## src/rtl/keypad_pkg.sv

```systemverilog
// Shared definitions for the 4x4 keypad scan controller.
//   scan_state_t : scan sequencer states
//   NUM_ROWS / NUM_COLS / KEY_CODE_W : keypad geometry and key code width
//   prio_row()   : index of the lowest set row bit (0 when no bit is set)
package keypad_pkg;

  localparam int NUM_ROWS   = 4;
  localparam int NUM_COLS   = 4;
  localparam int KEY_CODE_W = 4;

  typedef enum logic [1:0] {
    SCAN     = 2'd0,
    DEBOUNCE = 2'd1,
    PRESSED  = 2'd2,
    RELEASE  = 2'd3
  } scan_state_t;

  // Lowest-index row wins when several rows read pressed at once.
  function automatic logic [1:0] prio_row(input logic [NUM_ROWS-1:0] rows);
    logic [1:0] idx;
    idx = 2'd0;
    for (int i = NUM_ROWS - 1; i >= 0; i--) begin
      if (rows[i]) idx = 2'(i);
    end
    return idx;
  endfunction

endpackage

```

## src/rtl/keypad_row_sync.sv

```systemverilog
// Multi-stage synchronizer for the asynchronous keypad row lines.
// Ports:
//   clk   : system clock
//   rst_n : asynchronous active-low clear of every stage
//   d     : raw asynchronous input bits
//   q     : d delayed through STAGES flops
module keypad_row_sync #(
  parameter int STAGES = 2,
  parameter int WIDTH  = 4
) (
  input  logic             clk,
  input  logic             rst_n,
  input  logic [WIDTH-1:0] d,
  output logic [WIDTH-1:0] q
);

  // Stage 0 occupies the low WIDTH bits; the oldest stage sits at the top.
  logic [STAGES*WIDTH-1:0] chain;

  // NOTE: every synchronizer stage is cleared on reset so a stale pre-reset
  // press cannot leak into the scan logic after reset is released; the shift
  // uses non-blocking assignments so each stage takes the previous stage's old
  // value on the same edge.
  always_ff @(posedge clk or negedge rst_n) begin
    if (!rst_n) begin
      chain <= '0;
    end else begin
      chain <= {chain[(STAGES-1)*WIDTH-1:0], d};
    end
  end

  assign q = chain[STAGES*WIDTH-1 -: WIDTH];

endmodule

```

## src/rtl/keypad_scan_ctrl.sv

```systemverilog
// Scan sequencer for a 4x4 matrix keypad.
// Drives one column at a time, samples the synchronized rows on each dwell
// tick, debounces a press, hands the encoded key to the consumer with a
// valid/ack handshake and freezes the scan while the key is held.
// Ports:
//   clk         : system clock, all logic on posedge
//   rst_n_i     : asynchronous active-low reset (asserts async, releases sync)
//   row_i       : raw row lines, 1 = pressed in the driven column
//   col_o       : one-hot active-high column drive
//   key_code_o  : {row_idx, col_idx} of the captured key
//   key_valid_o : key_code_o holds an unconsumed key
//   key_ack_i   : consumer accepts key_code_o
//   key_held_o  : a debounced key is currently held
//   overrun_o   : sticky, a key was debounced while key_valid_o was high
module keypad_scan_ctrl
  import keypad_pkg::*;
#(
  parameter int SCAN_DIV        = 1000,
  parameter int DEBOUNCE_CYCLES = 50000,
  parameter int SYNC_STAGES     = 2
) (
  input  logic                  clk,
  input  logic                  rst_n_i,
  input  logic [NUM_ROWS-1:0]   row_i,
  output logic [NUM_COLS-1:0]   col_o,
  output logic [KEY_CODE_W-1:0] key_code_o,
  output logic                  key_valid_o,
  input  logic                  key_ack_i,
  output logic                  key_held_o,
  output logic                  overrun_o
);

  localparam int DIV_W = (SCAN_DIV > 1) ? $clog2(SCAN_DIV) : 1;
  localparam int DB_W  = (DEBOUNCE_CYCLES > 1) ? $clog2(DEBOUNCE_CYCLES) : 1;

  // Reset release is retimed to clk; assertion still propagates immediately.
  logic [1:0] rst_sync;
  logic       rst_n;

  always_ff @(posedge clk or negedge rst_n_i) begin
    if (!rst_n_i) begin
      rst_sync <= 2'b00;
    end else begin
      rst_sync <= {rst_sync[0], 1'b1};
    end
  end

  assign rst_n = rst_sync[1];

  logic [NUM_ROWS-1:0] row_s;

  keypad_row_sync #(
    .STAGES (SYNC_STAGES),
    .WIDTH  (NUM_ROWS)
  ) u_row_sync (
    .clk   (clk),
    .rst_n (rst_n),
    .d     (row_i),
    .q     (row_s)
  );

  scan_state_t         state;
  logic [1:0]          col_idx;
  logic [DIV_W-1:0]    dwell_cnt;
  logic [DB_W-1:0]     db_cnt;
  logic [NUM_ROWS-1:0] row_latch;
  logic                tick;

  assign tick  = (state == SCAN) && (dwell_cnt == DIV_W'(SCAN_DIV - 1));
  assign col_o = NUM_COLS'(1) << col_idx;

  always_ff @(posedge clk or negedge rst_n) begin
    if (!rst_n) begin
      state       <= SCAN;
      col_idx     <= 2'd0;
      dwell_cnt   <= '0;
      db_cnt      <= '0;
      row_latch   <= '0;
      key_code_o  <= '0;
      key_valid_o <= 1'b0;
      key_held_o  <= 1'b0;
      overrun_o   <= 1'b0;
    end else begin
      // An ack consumes the key; it has no effect when nothing is pending.
      // A PRESSED in the same cycle overrides this below, so ack wins and
      // the new key is loaded without an overrun.
      if (key_ack_i) key_valid_o <= 1'b0;

      case (state)
        SCAN: begin
          if (tick) begin
            dwell_cnt <= '0;
            if (row_s == '0) begin
              col_idx <= col_idx + 2'd1;
            end else begin
              state     <= DEBOUNCE;
              row_latch <= row_s;
              db_cnt    <= '0;
            end
          end else begin
            dwell_cnt <= dwell_cnt + 1'b1;
          end
        end

        DEBOUNCE: begin
          if (row_s == '0) begin
            state     <= SCAN;
            col_idx   <= col_idx + 2'd1;
            dwell_cnt <= '0;
          end else if (row_s != row_latch) begin
            // A different row pattern restarts the stability window.
            row_latch <= row_s;
            db_cnt    <= '0;
          end else if (db_cnt == DB_W'(DEBOUNCE_CYCLES - 1)) begin
            state <= PRESSED;
          end else begin
            db_cnt <= db_cnt + 1'b1;
          end
        end

        PRESSED: begin
          key_held_o  <= 1'b1;
          key_valid_o <= 1'b1;
          if (!key_valid_o || key_ack_i) begin
            key_code_o <= {prio_row(row_latch), col_idx};
          end else begin
            // Unconsumed key is kept; the newer one is dropped and flagged.
            overrun_o <= 1'b1;
          end
          db_cnt <= '0;
          state  <= RELEASE;
        end

        RELEASE: begin
          // Leaves on the DEBOUNCE_CYCLES-th consecutive empty sample, so the
          // counter never needs to hold DEBOUNCE_CYCLES itself.
          if (row_s != '0) begin
            db_cnt <= '0;
          end else if (db_cnt == DB_W'(DEBOUNCE_CYCLES - 1)) begin
            key_held_o <= 1'b0;
            col_idx    <= col_idx + 2'd1;
            dwell_cnt  <= '0;
            state      <= SCAN;
          end else begin
            db_cnt <= db_cnt + 1'b1;
          end
        end

        default: state <= SCAN;
      endcase
    end
  end

endmodule

```

## config.mk

```make
export PLATFORM = sky130hd
export DESIGN_NAME = keypad_scan_ctrl
export DESIGN_NICKNAME = d
export VERILOG_FILES = /design/src/rtl/keypad_pkg.sv /design/src/rtl/keypad_row_sync.sv /design/src/rtl/keypad_scan_ctrl.sv
export SDC_FILE = /design/constraint.sdc
export NUM_CORES = 1
export LEC_CHECK = 0
export BUFFER_PORTS_ARGS = -buffer_cell sky130_fd_sc_hd__buf_4
export CORE_UTILIZATION = 60
export CTS_CLUSTER_SIZE = 25
export DETAILED_ROUTE_END_ITERATION = 8
export PLACE_DENSITY = 0.79
export SETUP_SLACK_MARGIN = 0.1
export SLEW_MARGIN = 20
export SYNTH_ARGS = -nofsm -noshare
export SYNTH_HDL_FRONTEND = slang
export SYNTH_HIERARCHICAL = 1
export SYNTH_SLANG_ARGS = --single-unit
```

## constraint.sdc

```tcl
create_clock -name clk -period 3 [get_ports clk]
set_input_delay 0.6 -clock clk [delete_from_list [all_inputs] [get_ports clk]]
set_output_delay 0.6 -clock clk [all_outputs]
set_load 0.05 [all_outputs]
```

==> reports/metrics.csv, run 1 <==
metric;value;unit
ys_ff_latch;51;
use_met2;38.4;%
dp.cells;310;
rsz0062_at_grt;false;
fmax;442;MHz
grt-busiest-layer;met2;
reg2reg_to;dwell_cnt[7];
critPathTopFamily;compound AO/OA/AOI/OAI gates;
drt-pass1-iter-count;4;
via_count;1973;
status;finished, final reports clean;
worst_pin_slew;0.638;ns
grt_pass1_vias;1755;
crit_slowest_cell;dfrtp_1;
grt_pass1_wl;8.14;mm
drive_gt1_share;15.3;%
antenna_found_initial;0;
critPathMaxFanout;12;
post_cts_buffers;0;
worstPathArrival;2.46;ns
die_w;68.1;um
start_util;64.1;%
r2r_slack;0.74;ns
vias_per_cell;6.20;
yosys_warnings;6;
synth-edff-count;0;
first_iter_violations;143;
slowest_delay;0.41;ns
power_density;429;mW/mm2
setup_tns;0;ns
finalSetupViolCount;0;
coreArea;0.00409;mm2
cts_hold_buf;0;
worstRegToRegCells;7;
critPathLaunchType;flop;
h-tree-depth;2;
final_nets;280;
syn_inst;253;
clockBufferDepth;2;
n_antenna_cell;0;
final_core_util;70.5;%
synth_ff_type;dfrtp_1;
die_height;68.1;um
place.port_buffers;17;
path_cells;ha_1 > and3_1 > nand4_1 > buf_4 > o21ai_0 > o21ai_1 > a211o_1;
num_io_pins;18;
yosysSeqAreaShare;48.7;%
cts.reportedPaths.clkPinSlew;0.09;ns
clock_latency;0.31;ns
die-area;0.00463;mm2
p_leak;0.00128;uW
rows;23;
maxSlewHeadroom;57.2;%
avgRoutedWirePerCell;15.2;um
synthArstFlopShare;100;%
reg2reg_from;db_cnt[0];
period_share;75.3;%
final_cell_area;0.00288;mm2
grt-ovfl-total;0;
critPathKind;flop to flop;
cts_tree;done;
finalWirelength;4.84;mm
drcViolationCount;0;
grt_max_degree;50;
antenna_left;0;
postCtsResizedCells;0;
cp_num_buf_inv;1;
cap_violations;0;
irDropWorstVdd;367;uV
instances_no_fill;318;
use_met1;31.4;%
use_met3;5.17;%
hpwl;3.30;mm
cts-root-buf;clkbuf_8;
finalHoldViolCount;0;
synth_area;0.00262;mm2
cts_made_buffers;5;
hold_class;input pin to async pin;
syn_nets;266;
finClkSkew;0.0108;ns
setup.worst_path.end_class;flop;
synthDistinctLibCells;54;
post-route-min-period;2.26;ns
drv_slew;0;
syn2layout_area_growth;10.0;%
grt_use_total;23.9;%
dpl_cell_area;0.00276;mm2
crit_required;3.19;ns
syn_area_per_cell;10.4;um2
clock-sinks;51;
gp_congestion;0.799;
## sequential cells by signal, indices dropped and copies added, names as in the netlist, 2 cells and up, named ones only
| name | flops |
|---|---|
| db_cnt | 16 |
| dwell_cnt | 10 |
| u_row_sync/chain | 8 |
| key_code_o | 4 |
| row_latch | 4 |
| col_idx | 2 |
| rst_sync | 2 |
## cell families after synthesis
kind of cell / after synthesis / share of synthesized area (%)
XOR/XNOR: 5 / 1.67
AND/OR/NAND/NOR: 99 / 21.0
multiplexers: 9 / 3.63
AO/OA/AOI/OAI: 64 / 18.5
adder cells (fa/ha/maj): 6 / 2.87
buffers and inverters: 18 / 3.44
flip-flops: 51 / 48.7
other: 1 / 0.143
## metal layers
layer / vias to the layer above / wire, um / part of all wire [%]
met2: 30 / 2340 / 48
li1: 977 / - / -
met4: 0 / 75 / 1.6
met3: 8 / 148 / 3.1
met1: 958 / 2270 / 47
met5: - / 0 / 0
## area by class of cell
cell class              count  area (um2)
flip-flops and latches     51        1280
multi-input cells         184        1250
fillers                   314        1200
repair buffers             19         143
clock buffers               6        82.6
well taps                  50        62.6
clock inverters             2        38.8
inverters                   6        22.5
## metrics by stage
step	setup WS [ns]	hold slack, ns	total power [uW]
finish	0.740	0.0636	1240
detailed placement	0.835	0.339	745
global route	0.632	0.0478	1280
floorplan	1.02	0.304	735
CTS	0.781	0.0543	1250
global placement	0.877	0.332	744
## power by group
group | total (uW) | switching [uW] | internal [uW]
Combinational | 17.9 | 8.84 | 9.06
Sequential | 713 | 18.0 | 695
Clock | 505 | 231 | 275
Total | 1240 | 258 | 978
## worst max-delay path by stage
stage / cells after the start / end / from
2_1_floorplan: 6 / row_latch[0] / dwell_cnt[0]
3_3_place_gp: 6 / row_latch[0] / dwell_cnt[0]
3_5_place_dp: 6 / row_latch[3] / dwell_cnt[0]
4_1_cts: 7 / dwell_cnt[7] / db_cnt[0]
5_1_grt: 7 / dwell_cnt[7] / db_cnt[0]
6_report: 7 / dwell_cnt[7] / db_cnt[0]
## cell usage after synthesis (all sizes together) (2+ instances only)
| cell type | count | share of area, % |
|---|---|---|
| a211o | 3 | 1.0 |
| a21boi | 4 | 1.1 |
| a21o | 4 | 1.1 |
| a21oi | 9 | 1.7 |
| a31oi | 13 | 3.1 |
| a41oi | 3 | 1.0 |
| and2 | 2 | 0.57 |
| and3 | 9 | 2.1 |
| and4 | 2 | 0.67 |
| buf | 11 | 2.4 |
| dfrtp | 51 | 49 |
| ha | 6 | 2.9 |
| inv | 5 | 0.72 |
| mux2 | 4 | 1.7 |
| mux2i | 5 | 1.9 |
| nand2 | 30 | 4.3 |
| nand2b | 2 | 0.48 |
| nand3 | 17 | 3.2 |
| nand4 | 5 | 1.2 |
| nor2 | 10 | 1.4 |
| nor3 | 8 | 1.5 |
| nor4 | 4 | 2.1 |
| nor4b | 2 | 0.67 |
| nor4bb | 2 | 0.76 |
| o211ai | 2 | 0.57 |
| o21ai | 12 | 2.3 |
| o22a | 2 | 0.67 |
| o31ai | 3 | 1.4 |
| or4 | 2 | 0.57 |
| xor2 | 4 | 1.3 |
## cells in the final DEF (no fill, tap or decap), types with 2 or more instances in the layout
cell type	n
or4_1	2
nand3_1	17
o31ai_1	2
o22a_1	2
a21boi_0	3
nand4_1	5
ha_1	6
dfrtp_1	50
nor3_1	8
mux2i_1	5
o21ai_1	2
nor4b_1	2
a21o_1	4
xor2_1	4
buf_4	19
a31oi_1	13
a41oi_1	3
o21ai_0	10
o211ai_1	2
mux2_2	4
clkbuf_8	6
nor4_1	2
a211o_1	3
nand2b_1	2
nor2_1	10
and3_1	9
inv_1	5
and4_1	2
nor4_4	2
a21oi_1	9
nand2_1	30
nor4bb_1	2
Note: power is estimated with default switching activity, not from simulation.
==> run 2: changes to the inputs <==
--- a/config.mk
+++ b/config.mk
@@ -6,10 +6,10 @@
 export NUM_CORES = 1
 export LEC_CHECK = 0
 export BUFFER_PORTS_ARGS = -buffer_cell sky130_fd_sc_hd__buf_4
-export CORE_UTILIZATION = 60
+export CORE_UTILIZATION = 54
 export CTS_CLUSTER_SIZE = 25
 export DETAILED_ROUTE_END_ITERATION = 8
-export PLACE_DENSITY = 0.79
+export PLACE_DENSITY = 0.75
 export SETUP_SLACK_MARGIN = 0.1
 export SLEW_MARGIN = 20
 export SYNTH_ARGS = -nofsm -noshare
==> constraint.sdc (replaced) <==
create_clock -name clk -period 1.9 [get_ports clk]
set_input_delay 0.38 -clock clk [delete_from_list [all_inputs] [get_ports clk]]
set_output_delay 0.38 -clock clk [all_outputs]
set_load 0.05 [all_outputs]
==> reports/metrics.csv, run 2 (synthesis results as in run 1) <==
metric;value;unit;change
cts_made_buffers;5;;unchanged
cts.reportedPaths.clkPinSlew;0.10;ns;was 0.09 ns
die_w;71.7;um;was 68.1 um
reg_top3;db_cnt x16, dwell_cnt x10, u_row_sync/chain x8;;unchanged
die_height;71.7;um;was 68.1 um
hold_class;input pin to flop;;was input pin to async pin
drive_gt1_share;42.0;%;was 15.3%
critPathMaxFanout;4;;was 12
die-area;0.00513;mm2;was 0.00463 mm2
use_met3;4.36;%;was 5.17%
grt_max_degree;29;;was 50
post-route-min-period;1.86;ns;was 2.26 ns
finClkSkew;0.00761;ns;was 0.0108 ns
cts_tree;done;;unchanged
critPathKind;flop to flop;;unchanged
clock_latency;0.31;ns;about the same
cap_violations;0;;unchanged
power_density;507;mW/mm2;was 429 mW/mm2
avgRoutedWirePerCell;17.9;um;was 15.2 um
min_to;u_row_sync/chain[3];;
finalHoldViolCount;0;;unchanged
final_cell_mix;64 x buf_4, 43 x dfrtp_1, 28 x nand2_1;;was 50 x dfrtp_1, 30 x nand2_1, 19 x buf_4
drv_slew;0;;unchanged
use_met1;31.9;%;was 31.4%
fmax;538;MHz;was 442 MHz
antenna_left;0;;unchanged
hold-worst-slack;0.172;ns;was 0.0636 ns
setup.worst_path.end_class;flop;;unchanged
h-tree-depth;2;;unchanged
grt_pass1_vias;2134;;was 1755
layout_commonest_cell;buf_4;;was dfrtp_1
n_antenna_cell;0;;unchanged
grt-busiest-layer;met2;;unchanged
gp_congestion;0.805;;was 0.799
start_util;58.2;%;was 64.1%
num_io_pins;18;;unchanged
grt_pass1_wl;9.77;mm;was 8.14 mm
first_iter_violations;173;;was 143
final_cell_area;0.00358;mm2;was 0.00288 mm2
use_met2;41.6;%;was 38.4%
period_share;97.8;%;was 75.3%
hpwl;4.04;mm;was 3.30 mm
final_nets;336;;was 280
drcViolationCount;0;;unchanged
fillers;276;;was 314
vias_per_cell;6.14;;was 6.20
worstPathArrival;2.07;ns;was 2.46 ns
rsz0062_at_grt;true;;was false
via_count;2310;;was 1973
largest-register;db_cnt;;unchanged
grt_use_total;24.6;%;was 23.9%
finalWirelength;6.72;mm;was 4.84 mm
coreArea;0.00450;mm2;was 0.00409 mm2
reg2reg_from;row_latch[3];;was db_cnt[0]
crit_required;2.11;ns;was 3.19 ns
clock-sinks;51;;unchanged
antenna_found_initial;0;;unchanged
whs_path_depth;1;;
final_core_util;79.4;%;was 70.5%
critPathLaunchType;flop;;unchanged
cts-root-buf;clkbuf_8;;unchanged
irDropWorstVdd;530;uV;was 367 uV
clockBufferDepth;2;;unchanged
pre_cts_slack;-0.0767;ns;was 0.835 ns
place.port_buffers;17;;unchanged
finalSetupViolCount;0;;unchanged
p_leak;0.00160;uW;was 0.00128 uW
reg2reg_to;row_latch[0];;was dwell_cnt[7]
syn2layout_area_growth;36.5;%;was 10.0%
drt-pass1-iter-count;4;;unchanged
min-delay-start;row_i[3];;
status;finished, final reports clean;;unchanged
fin_ws;0.0414;ns;was 0.740 ns
largest_reg_flops;16;;unchanged
maxSlewHeadroom;65.5;%;was 57.2%
grt-ovfl-total;0;;unchanged
rows;24;;was 23
worstRegToRegCells;6;;was 7
r2r_slack;0.04;ns;was 0.74 ns
dpl_cell_area;0.00306;mm2;was 0.00276 mm2
worst_pin_slew;0.518;ns;was 0.638 ns
==> run 2: final cells by class <==
cell class              instances  area (um2)  share of cell area [%]
clock buffers                   5        68.8                    1.92
clock inverters                 3        20.0                   0.560
inverters                       6        22.5                   0.630
multi-input cells             185        1510                    42.2
flip-flops and latches         51        1290                    36.0
well taps                      52        65.1                    1.82
repair buffers                 74         604                    16.9
==> run 2: per-layer routing <==
metal	vias to the layer above	share of wire (%)	wire length, um
met5	-	0	0
met4	0	1.7	115
met3	11	4.6	307
met2	84	51	3460
met1	1127	42	2840
li1	1088	-	-
==> run 2: how the worst max path moves through the flow <==
stage / startpoint / endpoint / slack [ns] / cells past startpoint
6_report: row_latch[3] / row_latch[0] / 0.04 / 6
3_5_place_dp: db_cnt[7] / dwell_cnt[0] / -0.08 / 7
2_1_floorplan: u_row_sync/chain[6] / db_cnt[1] / 0.04 / 7
4_1_cts: dwell_cnt[1] / row_latch[1] / -0.006 / 7
5_1_grt: db_cnt[4] / dwell_cnt[7] / -0.04 / 5
3_3_place_gp: db_cnt[7] / dwell_cnt[0] / 0.03 / 7
==> run 2: what timing repair did <==
action,in CTS,in global routing
hold buffers,1,0
endpoints found under the setup margin,31,32
pin swaps,5,34
cloned,0,1
setup buffers,9,9
gates resized for setup,18,50
endpoints found under the hold margin,2,0
==> run 2: critical path, cell delays in order, from the launching register on <==
cell and delay (ns):
dfrtp_2 0.45, xor2_2 0.22, nor4_4 0.08, buf_4 0.15
a2111oi_4 0.34, buf_4 0.21, mux2_4 0.30
==> run 2: metrics by stage <==
step | power, uW | setup TNS [ns] | cells
floorplan | 1160 | 0 | 253
global placement | 1180 | 0 | 348
detailed placement | 1180 | -0.569 | 348
CTS | 1810 | -0.0127 | 366
global route | 1860 | -0.308 | 376
finish | 1810 | 0 | 376
==> run 2: power breakdown <==
group          switching [uW]  total, uW  leakage (uW)  internal (uW)
logic                    30.1       57.3      0.000891           27.2
clock network             382        639     0.0000402            257
registers                20.6       1120      0.000668           1100
==> run 3: changes to the inputs <==
--- a/config.mk
+++ b/config.mk
@@ -6,10 +6,11 @@
 export NUM_CORES = 1
 export LEC_CHECK = 0
 export BUFFER_PORTS_ARGS = -buffer_cell sky130_fd_sc_hd__buf_4
-export CORE_UTILIZATION = 54
+export CORE_MARGIN = 10
+export CORE_UTILIZATION = 60
 export CTS_CLUSTER_SIZE = 25
 export DETAILED_ROUTE_END_ITERATION = 8
-export PLACE_DENSITY = 0.75
+export PLACE_DENSITY = 0.79
 export SETUP_SLACK_MARGIN = 0.1
 export SLEW_MARGIN = 20
 export SYNTH_ARGS = -nofsm -noshare
==> constraint.sdc (replaced) <==
create_clock -name clk -period 1.8 [get_ports clk]
set_input_delay 0.36 -clock clk [delete_from_list [all_inputs] [get_ports clk]]
set_output_delay 0.36 -clock clk [all_outputs]
set_load 0.05 [all_outputs]
==> reports/metrics.csv, run 3 (synthesis results as in run 1) <==
metric;value;unit;change
status;complete, but fails checks;;was finished, final reports clean
violations;negative setup slack;;
critPathKind;flop to flop;;unchanged
irDropWorstVdd;449;uV;was 530 uV
cts.reportedPaths.clkPinSlew;0.10;ns;about the same
num_io_pins;18;;unchanged
n_antenna_cell;0;;unchanged
critPathMaxFanout;7;;was 4
largest_reg_flops;16;;unchanged
reg2reg_to;col_idx[1];;was row_latch[0]
finalSetupViolCount;35;;was 0
clock-sinks;51;;unchanged
drive_gt1_share;42.2;%;was 42.0%
min_to;u_row_sync/chain[1];;was u_row_sync/chain[3]
worstPathArrival;2.31;ns;was 2.07 ns
p_leak;0.00167;uW;was 0.00160 uW
grt_max_degree;50;;was 29
reg2reg_from;db_cnt[4];;was row_latch[3]
cap_violations;0;;unchanged
dp.cells;351;;was 348
internal_power;1600;uW;was 1380 uW
layout_commonest_cell;buf_4;;unchanged
fmax;477;MHz;was 538 MHz
syn2layout_area_growth;41.2;%;was 36.5%
finClkSkew;0.00974;ns;was 0.00761 ns
cts-root-buf;clkbuf_8;;unchanged
whs_path_depth;1;;unchanged
drv_slew;0;;unchanged
grt-ovfl-total;0;;unchanged
p_comb_share;3.4;%;was 3.2%
grt_pass1_vias;2508;;was 2134
post-route-min-period;2.10;ns;was 1.86 ns
grt_pass1_wl;13.0;mm;was 9.77 mm
finalHoldViolCount;0;;unchanged
fin_ws;-0.298;ns;was 0.0414 ns
p_sw;471;uW;was 433 uW
switching_share;22.7;%;was 23.9%
grt_use_total;22.2;%;was 24.6%
worst_pin_slew;0.648;ns;was 0.518 ns
gp_congestion;0.841;;was 0.805
finalWirelength;10.8;mm;was 6.72 mm
min-delay-start;row_i[1];;was row_i[3]
drcViolationCount;0;;unchanged
clkPwrFrac;39.9;%;was 35.2%
critPathLaunchType;flop;;unchanged
coreArea;0.00412;mm2;was 0.00450 mm2
vias_per_cell;7.65;;was 6.14
rows;23;;was 24
avgRoutedWirePerCell;28.2;um;was 17.9 um
reg_top3;db_cnt x16, dwell_cnt x10, u_row_sync/chain x8;;unchanged
worstRegToRegCells;6;;unchanged
first_iter_violations;431;;was 173
clockBufferDepth;2;;unchanged
hpwl;4.21;mm;was 4.04 mm
antenna_found_initial;0;;unchanged
place.port_buffers;17;;unchanged
setup.worst_path.end_class;flop;;unchanged
crit_required;2.02;ns;was 2.11 ns
cts_tree;done;;unchanged
rsz0062_at_grt;true;;unchanged
largest-register;db_cnt;;unchanged
h-tree-depth;2;;unchanged
die-area;0.00741;mm2;was 0.00513 mm2
final_core_util;89.9;%;was 79.4%
drt-pass1-iter-count;9;;was 4
die_height;86.1;um;was 71.7 um
period_share;117;%;was 97.8%
hold_class;input pin to flop;;unchanged
power_density;560;mW/mm2;was 507 mW/mm2
start_util;63.7;%;was 58.2%
pwr-share-seq;56.6;%;was 61.6%
die_w;86.1;um;was 71.7 um
antenna_left;0;;unchanged
instances_no_fill;382;;was 376
via_count;2924;;was 2310
final_cell_mix;70 x buf_4, 45 x dfrtp_1, 27 x nand2_1;;was 64 x buf_4, 43 x dfrtp_1, 28 x nand2_1
cts_made_buffers;5;;unchanged
maxSlewHeadroom;56.8;%;was 65.5%
final_nets;344;;was 336
clock_latency;0.32;ns;was 0.31 ns
r2r_slack;-0.30;ns;was 0.04 ns
==> run 3: cell count changes in the layout (fill, tap and decap cells not counted), moves of 3 or more <==
| cell | change |
|---|---|
| a21oi_2 | -5 |
| a41oi_2 | -3 |
| buf_4 | +6 |
| a41oi_1 | +3 |
| a21oi_1 | +4 |
| a31oi_1 | -4 |
==> run 3: worst max-delay path by stage <==
| stage | slack [ns] | endpoint | from |
|---|---|---|---|
| 2_1_floorplan | -0.06 | db_cnt[1] | u_row_sync/chain[6] |
| 3_3_place_gp | -0.15 | db_cnt[10] | u_row_sync/chain[4] |
| 3_5_place_dp | -0.15 | db_cnt[10] | u_row_sync/chain[4] |
| 4_1_cts | -0.07 | dwell_cnt[4] | db_cnt[13] |
| 5_1_grt | -0.36 | db_cnt[8] | dwell_cnt[3] |
| 6_report | -0.30 | col_idx[1] | db_cnt[4] |
==> run 3: cell type report <==
cell class	count	area, um2
clock inverters	2	37.5
repair buffers	81	657
flip-flops and latches	51	1280
inverters	6	26.3
fillers	141	415
well taps	50	62.6
clock buffers	6	72.6
multi-input cells	186	1560
==> run 3: what timing repair did <==
item,4_1_cts,5_1_grt
hold buffers,1,0
setup endpoints to repair,33,36
hold endpoints to repair,2,0
resized for setup,37,31
gates cloned,2,1
buffers inserted,9,10
pin swaps,23,20
==> run 3: metrics by stage <==
step	instance area, um2	total power [uW]	hold WS [ns]	setup TNS [ns]	setup slack, ns
5_1_grt	3700	2120	0.145	-6.86	-0.360
6_report	3700	2070	0.151	-5.96	-0.298
3_5_place_dp	3110	1250	0.143	-1.99	-0.154
2_1_floorplan	2680	1230	0.0644	-0.0552	-0.0552
4_1_cts	3470	2040	0.151	-0.421	-0.0677
3_3_place_gp	3110	1250	0.142	-1.24	-0.154
==> run 3: power by group through the flow <==
stage	clock (uW)	sequential [uW]	combinational [uW]
CTS	801	1170	64.1
finish	827	1170	71.3
floorplan	0	1200	26.1
detailed placement	0	1190	55.5
global route	869	1170	75.7
global placement	0	1190	55.2
==> run 3: layer usage <==
metal,global-route usage (%),wire length [um]
met3,4.07,1460
met5,0,0
met1,25.3,3420
met2,38.6,4770
met4,11.5,1120
==> run 3: critical path, stage by stage, from the launching register on <==
cell and delay [ns]:
dfrtp_1 0.40, nor4bb_1 0.46, nand4_1 0.28, buf_6 0.23, a311oi_4 0.31, nand2_1 0.14, o21ai_1 0.16
